`config.mk`:
```
export PLATFORM = sky130hd
export DESIGN_NAME = spi_port_bridge
export DESIGN_NICKNAME = d
export VERILOG_FILES = /design/src/rtl/spi_port_bridge.sv
export SDC_FILE = /design/constraint.sdc
export NUM_CORES = 1
export LEC_CHECK = 0
export CAP_MARGIN = 30
export CORE_ASPECT_RATIO = 0.9
export CORE_UTILIZATION = 50
export DETAILED_ROUTE_END_ITERATION = 7
export HOLD_SLACK_MARGIN = 0.02
export PLACE_DENSITY = 0.91
export SETUP_SLACK_MARGIN = 0.15
export SLEW_MARGIN = 20
export SYNTH_ARGS = -nofsm -noshare
export SYNTH_HDL_FRONTEND = slang
export SYNTH_SLANG_ARGS = --single-unit
```
`constraint.sdc`:
```
create_clock -name clk -period 3.85 [get_ports clk]
set_input_delay 0.77 -clock clk [delete_from_list [all_inputs] [get_ports clk]]
set_output_delay 0.77 -clock clk [all_outputs]
set_load 0.05 [all_outputs]
```
`src/rtl/spi_port_bridge.sv`:
```
// Mode-0 SPI slave turning 24-bit frames into one-cycle read/write strobes for 16-bit ports.
// All SPI pins oversampled in clk; strobes land one clk after the synchronized edge event, no backpressure.
module spi_port_bridge #(
  parameter int NPORTS = 8
) (
  input  logic                   clk,
  input  logic                   rstb,
  input  logic                   sck,
  input  logic                   csb,
  input  logic                   mosi,
  output logic                   miso,
  output logic                   miso_oe,
  output logic [NPORTS-1:0]      read,
  output logic [NPORTS-1:0]      write,
  output logic [15:0]            wdata,
  input  logic [16*NPORTS-1:0]   rdata
);

  typedef enum logic [1:0] {IDLE, CMD, DATA, DONE} state_t;

  state_t              state_q, state_d;
  logic [2:0]          sck_sync_q, sck_sync_d;
  logic [1:0]          csb_sync_q, csb_sync_d;
  logic [1:0]          mosi_sync_q, mosi_sync_d;
  logic                armed_q, armed_d;
  logic [4:0]          bit_cnt_q, bit_cnt_d;
  logic [7:0]          cmd_q, cmd_d;
  logic [15:0]         shift_q, shift_d;
  logic [15:0]         tx_q, tx_d;
  logic [1:0]          ld_q, ld_d;
  logic                miso_q, miso_d;
  logic                miso_oe_q, miso_oe_d;
  logic [NPORTS-1:0]   read_q, read_d;
  logic [NPORTS-1:0]   write_q, write_d;
  logic [15:0]         wdata_q, wdata_d;
  logic [15:0]         rd_slice;

  logic csb_s, mosi_s, sck_rise, sck_fall;

  assign csb_s    = csb_sync_q[1];
  assign mosi_s   = mosi_sync_q[1];
  assign sck_rise = sck_sync_q[1] & ~sck_sync_q[2];
  assign sck_fall = ~sck_sync_q[1] & sck_sync_q[2];

  assign miso    = miso_q;
  assign miso_oe = miso_oe_q;
  assign read    = read_q;
  assign write   = write_q;
  assign wdata   = wdata_q;

  // Unmatched (out-of-range) addresses fall through to zero.
  always_comb begin
    rd_slice = '0;
    for (int i = 0; i < NPORTS; i++) begin
      if (cmd_q[6:0] == 7'(i)) rd_slice = rdata[16*i +: 16];
    end
  end

  always_comb begin
    sck_sync_d  = {sck_sync_q[1:0], sck};
    csb_sync_d  = {csb_sync_q[0], csb};
    mosi_sync_d = {mosi_sync_q[0], mosi};
    // A frame may only start once csb has been seen high since reset.
    armed_d     = armed_q | csb_s;
    miso_oe_d   = armed_q & ~csb_s;
    state_d     = state_q;
    bit_cnt_d   = bit_cnt_q;
    cmd_d       = cmd_q;
    shift_d     = shift_q;
    tx_d        = tx_q;
    ld_d        = {ld_q[0], 1'b0};
    miso_d      = miso_q;
    read_d      = '0;
    write_d     = '0;
    wdata_d     = wdata_q;

    if (csb_s) begin
      state_d   = IDLE;
      bit_cnt_d = '0;
      cmd_d     = '0;
      shift_d   = '0;
      tx_d      = '0;
      ld_d      = '0;
      miso_d    = 1'b0;
    end else begin
      case (state_q)
        IDLE: if (armed_q) state_d = CMD;
        CMD: if (sck_rise) begin
          cmd_d     = {cmd_q[6:0], mosi_s};
          bit_cnt_d = bit_cnt_q + 5'd1;
          if (bit_cnt_q == 5'd7) begin
            state_d = DATA;
            if (cmd_d[7]) begin
              ld_d[0] = 1'b1;
              for (int i = 0; i < NPORTS; i++) begin
                if (cmd_d[6:0] == 7'(i)) read_d[i] = 1'b1;
              end
            end
          end
        end
        DATA: if (sck_rise) begin
          shift_d   = {shift_q[14:0], mosi_s};
          bit_cnt_d = bit_cnt_q + 5'd1;
          if (bit_cnt_q == 5'd23) begin
            state_d = DONE;
            if (!cmd_q[7]) begin
              for (int i = 0; i < NPORTS; i++) begin
                if (cmd_q[6:0] == 7'(i)) begin
                  write_d[i] = 1'b1;
                  wdata_d    = shift_d;
                end
              end
            end
          end
        end
        default: ;
      endcase

      // Capture happens the cycle after the read strobe, well before the 8th fall.
      if (ld_q[1]) begin
        tx_d = rd_slice;
      end else if (sck_fall && (state_q == DATA || state_q == DONE)) begin
        miso_d = tx_q[15];
        tx_d   = {tx_q[14:0], 1'b0};
      end
    end
  end

  always_ff @(posedge clk or negedge rstb) begin
    if (!rstb) begin
      state_q     <= IDLE;
      sck_sync_q  <= '0;
      csb_sync_q  <= '0;
      mosi_sync_q <= '0;
      armed_q     <= 1'b0;
      bit_cnt_q   <= '0;
      cmd_q       <= '0;
      shift_q     <= '0;
      tx_q        <= '0;
      ld_q        <= '0;
      miso_q      <= 1'b0;
      miso_oe_q   <= 1'b0;
      read_q      <= '0;
      write_q     <= '0;
      wdata_q     <= '0;
    end else begin
      state_q     <= state_d;
      sck_sync_q  <= sck_sync_d;
      csb_sync_q  <= csb_sync_d;
      mosi_sync_q <= mosi_sync_d;
      armed_q     <= armed_d;
      bit_cnt_q   <= bit_cnt_d;
      cmd_q       <= cmd_d;
      shift_q     <= shift_d;
      tx_q        <= tx_d;
      ld_q        <= ld_d;
      miso_q      <= miso_d;
      miso_oe_q   <= miso_oe_d;
      read_q      <= read_d;
      write_q     <= write_d;
      wdata_q     <= wdata_d;
    end
  end

endmodule

```
==> flow_summary.yaml, run 1 <==
routing:
  firstDrtPassIters: 5
  vias: 4736
  wl_per_cell_um: 20.1
  drc: 0
  drtIter0Drc: 370
  antenna_left: 0
  avgViaCountPerCell: 6.14
  drt_wl_total_um: 15500
finish:
  drive_gt1_frac: 0.124
  antenna_cells: 0
  final_cell_area_mm2: 0.00714
  synthToLayoutAreaGrowth_pct: 40.1
  fin_nets: 778
grt:
  track_usage: 0.310
  overflow: 0
  grt_first_pass_wirelength_um: 25100
  first_global_vias: 4737
  antenna_found_initial: 0
  grt_max_degree: 57
critical_path:
  start_kind: "flip-flop"
  crit_slowest_cell: "nand4_2"
  worstPathCellList: "inv_1 > ha_1 > and2_1 > nand4_2 > mux2_1"
  crit_fanout: 17
  worstRegToRegCells: 5
  critical-path-max-stage-delay_ns: 0.59
  cpLargestDelayFamily: "simple AND/OR/NAND/NOR gates"
  crit_buf_inv: 1
  crit_type: "flip-flop to flip-flop"
  required_ns: 4.07
  path_depth: 5
  end_kind: "flip-flop"
  crit_arrival_ns: 2.75
logic_synthesis:
  synth_most_common_cell: "dfrtp_1"
  netlist_area_mm2: 0.00510
  synth_cells: 500
  synthFlopType: "dfrtp_1"
  synth_area_per_cell_um2: 10.2
  synth_seq_area_share: 0.442
  synth_top_area_frac: 0.442
  netlist_top_cells_area: "dfrtp_1 44%, mux4_2 4.9%, a211oi_1 4.1%"
  synth_edf_count: 0
  synth_common_cells: "90 x dfrtp_1, 42 x nand2_1, 36 x nor2_1"
  synth_warnings: 0
  netlist-cell-type-count: 54
  ys_ff_latch: 90
  synthArstFlopShare: 1.00
  yosysTopAreaCell: "dfrtp_1"
  syn_nets: 638
timing:
  fin_tns_setup_ns: 0
  worstMarginPinSlew_ns: 0.817
  fmax_mhz: 395
  finalMaxSlewViolations: 0
  min_period_over_period: 0.657
  relSlewSlack: 0.456
  hold_viol_final: 0
  fin_ws_ns: 1.32
  whs_ns: 0.349
  fin_crit_ns: 2.53
  setup_violations: 0
  finClkSkew_ns: 0.00431
  rsz0062_at_grt: "no"
floorplanning:
  rows: 34
  die_x_um: 108
  die_y_um: 97.8
  start_util: 0.521
  coreArea_mm2: 0.00978
  die_area_mm2: 0.0106
  ioPinCount: 167
cts:
  clk_pin_slew_ns: 0.06
  cts_tree: "done"
  postCtsSetupBuffers: 0
  cts_root_buf: "clkbuf_16"
  cts_sinks: 90
  clock_path_buffers: 2
  cts_made_buffers: 9
  ctsHoldBuffers: 0
  h-tree-depth: 3
  clk_latency_ns: 0.34
  ctsResizeCount: 0
power_and_ir_drop:
  powerDensity_mw_per_mm2: 334
  power_w: 0.00238
  p_leak_nw: 2.90
  peakVddDrop_v: 0.000293
outcome:
  outcome: "completed"
placed_design:
  dp_hpwl_um: 11400
  place_ws_ns: 1.33
  placed_area_mm2: 0.00681
  numPortBuffers: 166
  gp_congestion: 0.914
hold_path:
  hp-class: "flip-flop to flip-flop"
  hold_depth: 0
job:
  maxCapViolations: 0
power by group:
part / switching (W) / internal, W
logic: 0.000206 / 0.000231
registers: 0.0000283 / 0.000962
clock network: 0.000365 / 0.000591
total: 0.000599 / 0.00178
sequential cells by signal (all words and copies together) (netlist names), 3 cells and up:
signal      flops
read            8
cmd_q           8
wdata          16
sck_sync_q      3
tx_q           16
bit_cnt_q       5
shift_q        15
write           8
layer usage:
metal | vias up | global-route usage | routed length [µm]
met5 | - | 0 | 0
met4 | 0 | 0.0769 | 360
met3 | 33 | 0.0601 | 1320
met2 | 254 | 0.503 | 7640
met1 | 2314 | 0.429 | 6140
li1 | 2135 | - | -
through the flow:
step | utilization | cells
6_report | 0.730 | 771
5_1_grt | 0.730 | 771
4_1_cts | 0.730 | 771
3_5_place_dp | 0.696 | 755
3_3_place_gp | 0.694 | 754
2_1_floorplan | - | 500
layout make-up:
type / instances / area, µm²
fillers: 698 / 2640
multi-input cells: 360 / 2640
flip-flops and latches: 90 / 2260
repair buffers: 176 / 1750
clock buffers: 11 / 243
well taps: 126 / 158
clock inverters: 5 / 86.3
inverters: 3 / 11.3
cells in the final DEF (no fill, tap or decap), types with 3 or more instances in the layout:
cell type / n
o21ai_0: 12
ha_1: 5
xor2_1: 3
inv_1: 3
and3_1: 12
a2111oi_2: 10
a21oi_1: 17
a2bb2oi_1: 5
nand2_1: 42
nand3_1: 6
dfrtp_1: 87
o311a_1: 3
mux2_2: 15
o31ai_1: 11
nand4_1: 4
clkbuf_16: 9
buf_4: 10
nor2b_1: 10
dfrtp_2: 3
or3b_2: 11
a211o_1: 4
o21a_1: 19
clkdlybuf4s50_1: 165
nor4_1: 3
mux2_1: 3
nor3_1: 32
a211oi_1: 28
nand2b_1: 8
and3b_1: 3
mux4_2: 11
mux2i_1: 18
a311oi_1: 3
nor2_1: 36
kinds of logic after synthesis:
kind of cell / share of synthesized area
buffers and inverters: 0.0417
AND/OR/NAND/NOR: 0.193
adder cells (fa/ha/maj): 0.0123
AO/OA/AOI/OAI: 0.181
XOR/XNOR: 0.00687
multiplexers: 0.124
flip-flops: 0.442
final timing paths:
kind | start | endpoint | slack, ns
setup reg to reg | state_q[0] | wdata[13] | 1.32
min in group asynchronous | rstb | read[4] | 0.39
max in group asynchronous | rstb | csb_sync_q[1] | 2.82
hold reg to reg | csb_sync_q[0] | csb_sync_q[1] | 0.35
setup / recovery | state_q[0] | wdata[13] | 1.32
hold / removal | csb_sync_q[0] | csb_sync_q[1] | 0.35
No activity file was read; power rests on OpenSTA's default activity.
==> run 2, diff against run 1 <==
CORE_UTILIZATION = 42   (was 50)
PLACE_DENSITY = 0.82   (was 0.91)
clock period = 2.3 ns   (was 3.85 ns; I/O delays follow)
==> flow_summary.yaml, run 2 (synthesized netlist as in run 1, its figures left out) <==
timing:
  fin_tns_setup_ns: 0
  finalMaxSlewViolations: 0
  worstMarginPinSlew_ns: 0.641
  fmax_mhz: 481
  min_period_over_period: 0.903
  relSlewSlack: 0.566
  hold_viol_final: 0
  rsz0062_at_grt: "no"
  fin_ws_ns: 0.223
  fin_crit_ns: 2.08
  finClkSkew_ns: 0.00710
  whs_ns: 0.0914
  setup_violations: 0
power_and_ir_drop:
  power_w: 0.00392
  p_leak_nw: 3.01
  powerDensity_mw_per_mm2: 533
  peakVddDrop_v: 0.000402
critical_path:
  start_kind: "flip-flop"
  required_ns: 2.53
  r2r-start: "cmd_q[5]"
  end_kind: "flip-flop"
  cpLargestDelayFamily: "compound AO/OA/AOI/OAI gates"
  crit_fanout: 24
  crit_buf_inv: 1
  critPathLaunch: "cmd_q[5]"
  worstPathCellList: "or4b_1 > buf_4 > o31ai_1 > nor3_1 > a2111oi_2"
  critical-path-max-stage-delay_ns: 0.54
  crit_slowest_cell: "or4b_1"
  crit_arrival_ns: 2.30
  crit_type: "flip-flop to flip-flop"
placed_design:
  dp_hpwl_um: 11800
  place_ws_ns: 0.165
  numPortBuffers: 166
  gp_congestion: 0.894
routing:
  drc: 0
  avgViaCountPerCell: 5.78
  vias: 4743
  wl_per_cell_um: 19.1
  firstDrtPassIters: 5
  antenna_left: 0
  drt_wl_total_um: 15600
  drtIter0Drc: 567
cts:
  cts_sinks: 90
  cts_tree: "done"
  clk_pin_slew_ns: 0.06
  clock_path_buffers: 2
  cts_root_buf: "clkbuf_16"
  h-tree-depth: 3
  cts_made_buffers: 9
  clk_latency_ns: 0.33
finish:
  fin_nets: 798
  synthToLayoutAreaGrowth_pct: 44.2
  antenna_cells: 0
  multi_input_area_mm2: 0.00266
  layout_commonest_cell: "clkdlybuf4s50_1"
  fillCellCount: 896
  seq_area_mm2: 0.00226
  final_cell_mix: "165 x clkdlybuf4s50_1, 87 x dfrtp_1, 42 x nand2_1, 36 x nor2_1, 32 x nor3_1"
  drive_gt1_frac: 0.155
floorplanning:
  start_util: 0.439
  ioPinCount: 167
  rows: 37
  die_x_um: 118
  die_y_um: 107
  coreArea_mm2: 0.0116
  die_area_mm2: 0.0126
grt:
  overflow: 0
  antenna_found_initial: 0
  grt_first_pass_wirelength_um: 24500
  grt_max_degree: 46
  first_global_vias: 4623
  track_usage: 0.253
hold_path:
  hp-class: "input pin to asynchronous set/reset pin"
outcome:
  outcome: "completed"
job:
  maxCapViolations: 0
run 2: per-stage QoR:
| step | instances | utilization | area (µm²) |
|---|---|---|---|
| floorplan | 500 | - | 5100 |
| global placement | 803 | 0.603 | 7000 |
| detailed placement | 803 | 0.603 | 7000 |
| CTS | 819 | 0.630 | 7320 |
| global route | 821 | 0.633 | 7350 |
| finish | 821 | 0.633 | 7350 |
run 2: area by class of cell:
cell class / instances / share of cell area
clock inverters: 5 / 0.00817
inverters: 3 / 0.00153
well taps: 156 / 0.0265
multi-input cells: 360 / 0.361
repair buffers: 196 / 0.261
clock buffers: 11 / 0.0344
flip-flops and latches: 90 / 0.307
run 2: where the power goes:
group          switching (W)  total [W]  internal, W
combinational       0.000360   0.000762     0.000402
clock               0.000607    0.00151     0.000907
sequential         0.0000281    0.00164      0.00161
total               0.000995    0.00392      0.00292
run 2: timing repair:
action                                  4_1_cts  5_1_grt
hold buffers                                  0        0
buffers inserted                              0        2
resized for setup                             0        3
endpoints found under the setup margin        0       21
run 2: path summary, 6_finish.rpt:
kind	cells past startpoint	end	slack, ns
min	1	wdata[1]	0.09
max	5	tx_q[5]	0.22
min reg2reg	0	sck_sync_q[1]	0.35
max in group asynchronous	2	cmd_q[0]	1.59
min in group clk	0	sck_sync_q[1]	0.35
max reg2reg	5	tx_q[5]	0.22
run 2: per-layer routing:
layer  part of all wire  vias to the layer above  wire length, µm  global-route usage
met4              0.022                        0              349              0.0833
met5                  0                        -                0                   0
met3              0.082                       30             1290              0.0579
met1               0.43                     2291             6760               0.348
li1                   -                     2172                -                   -
met2               0.46                      250             7240               0.394
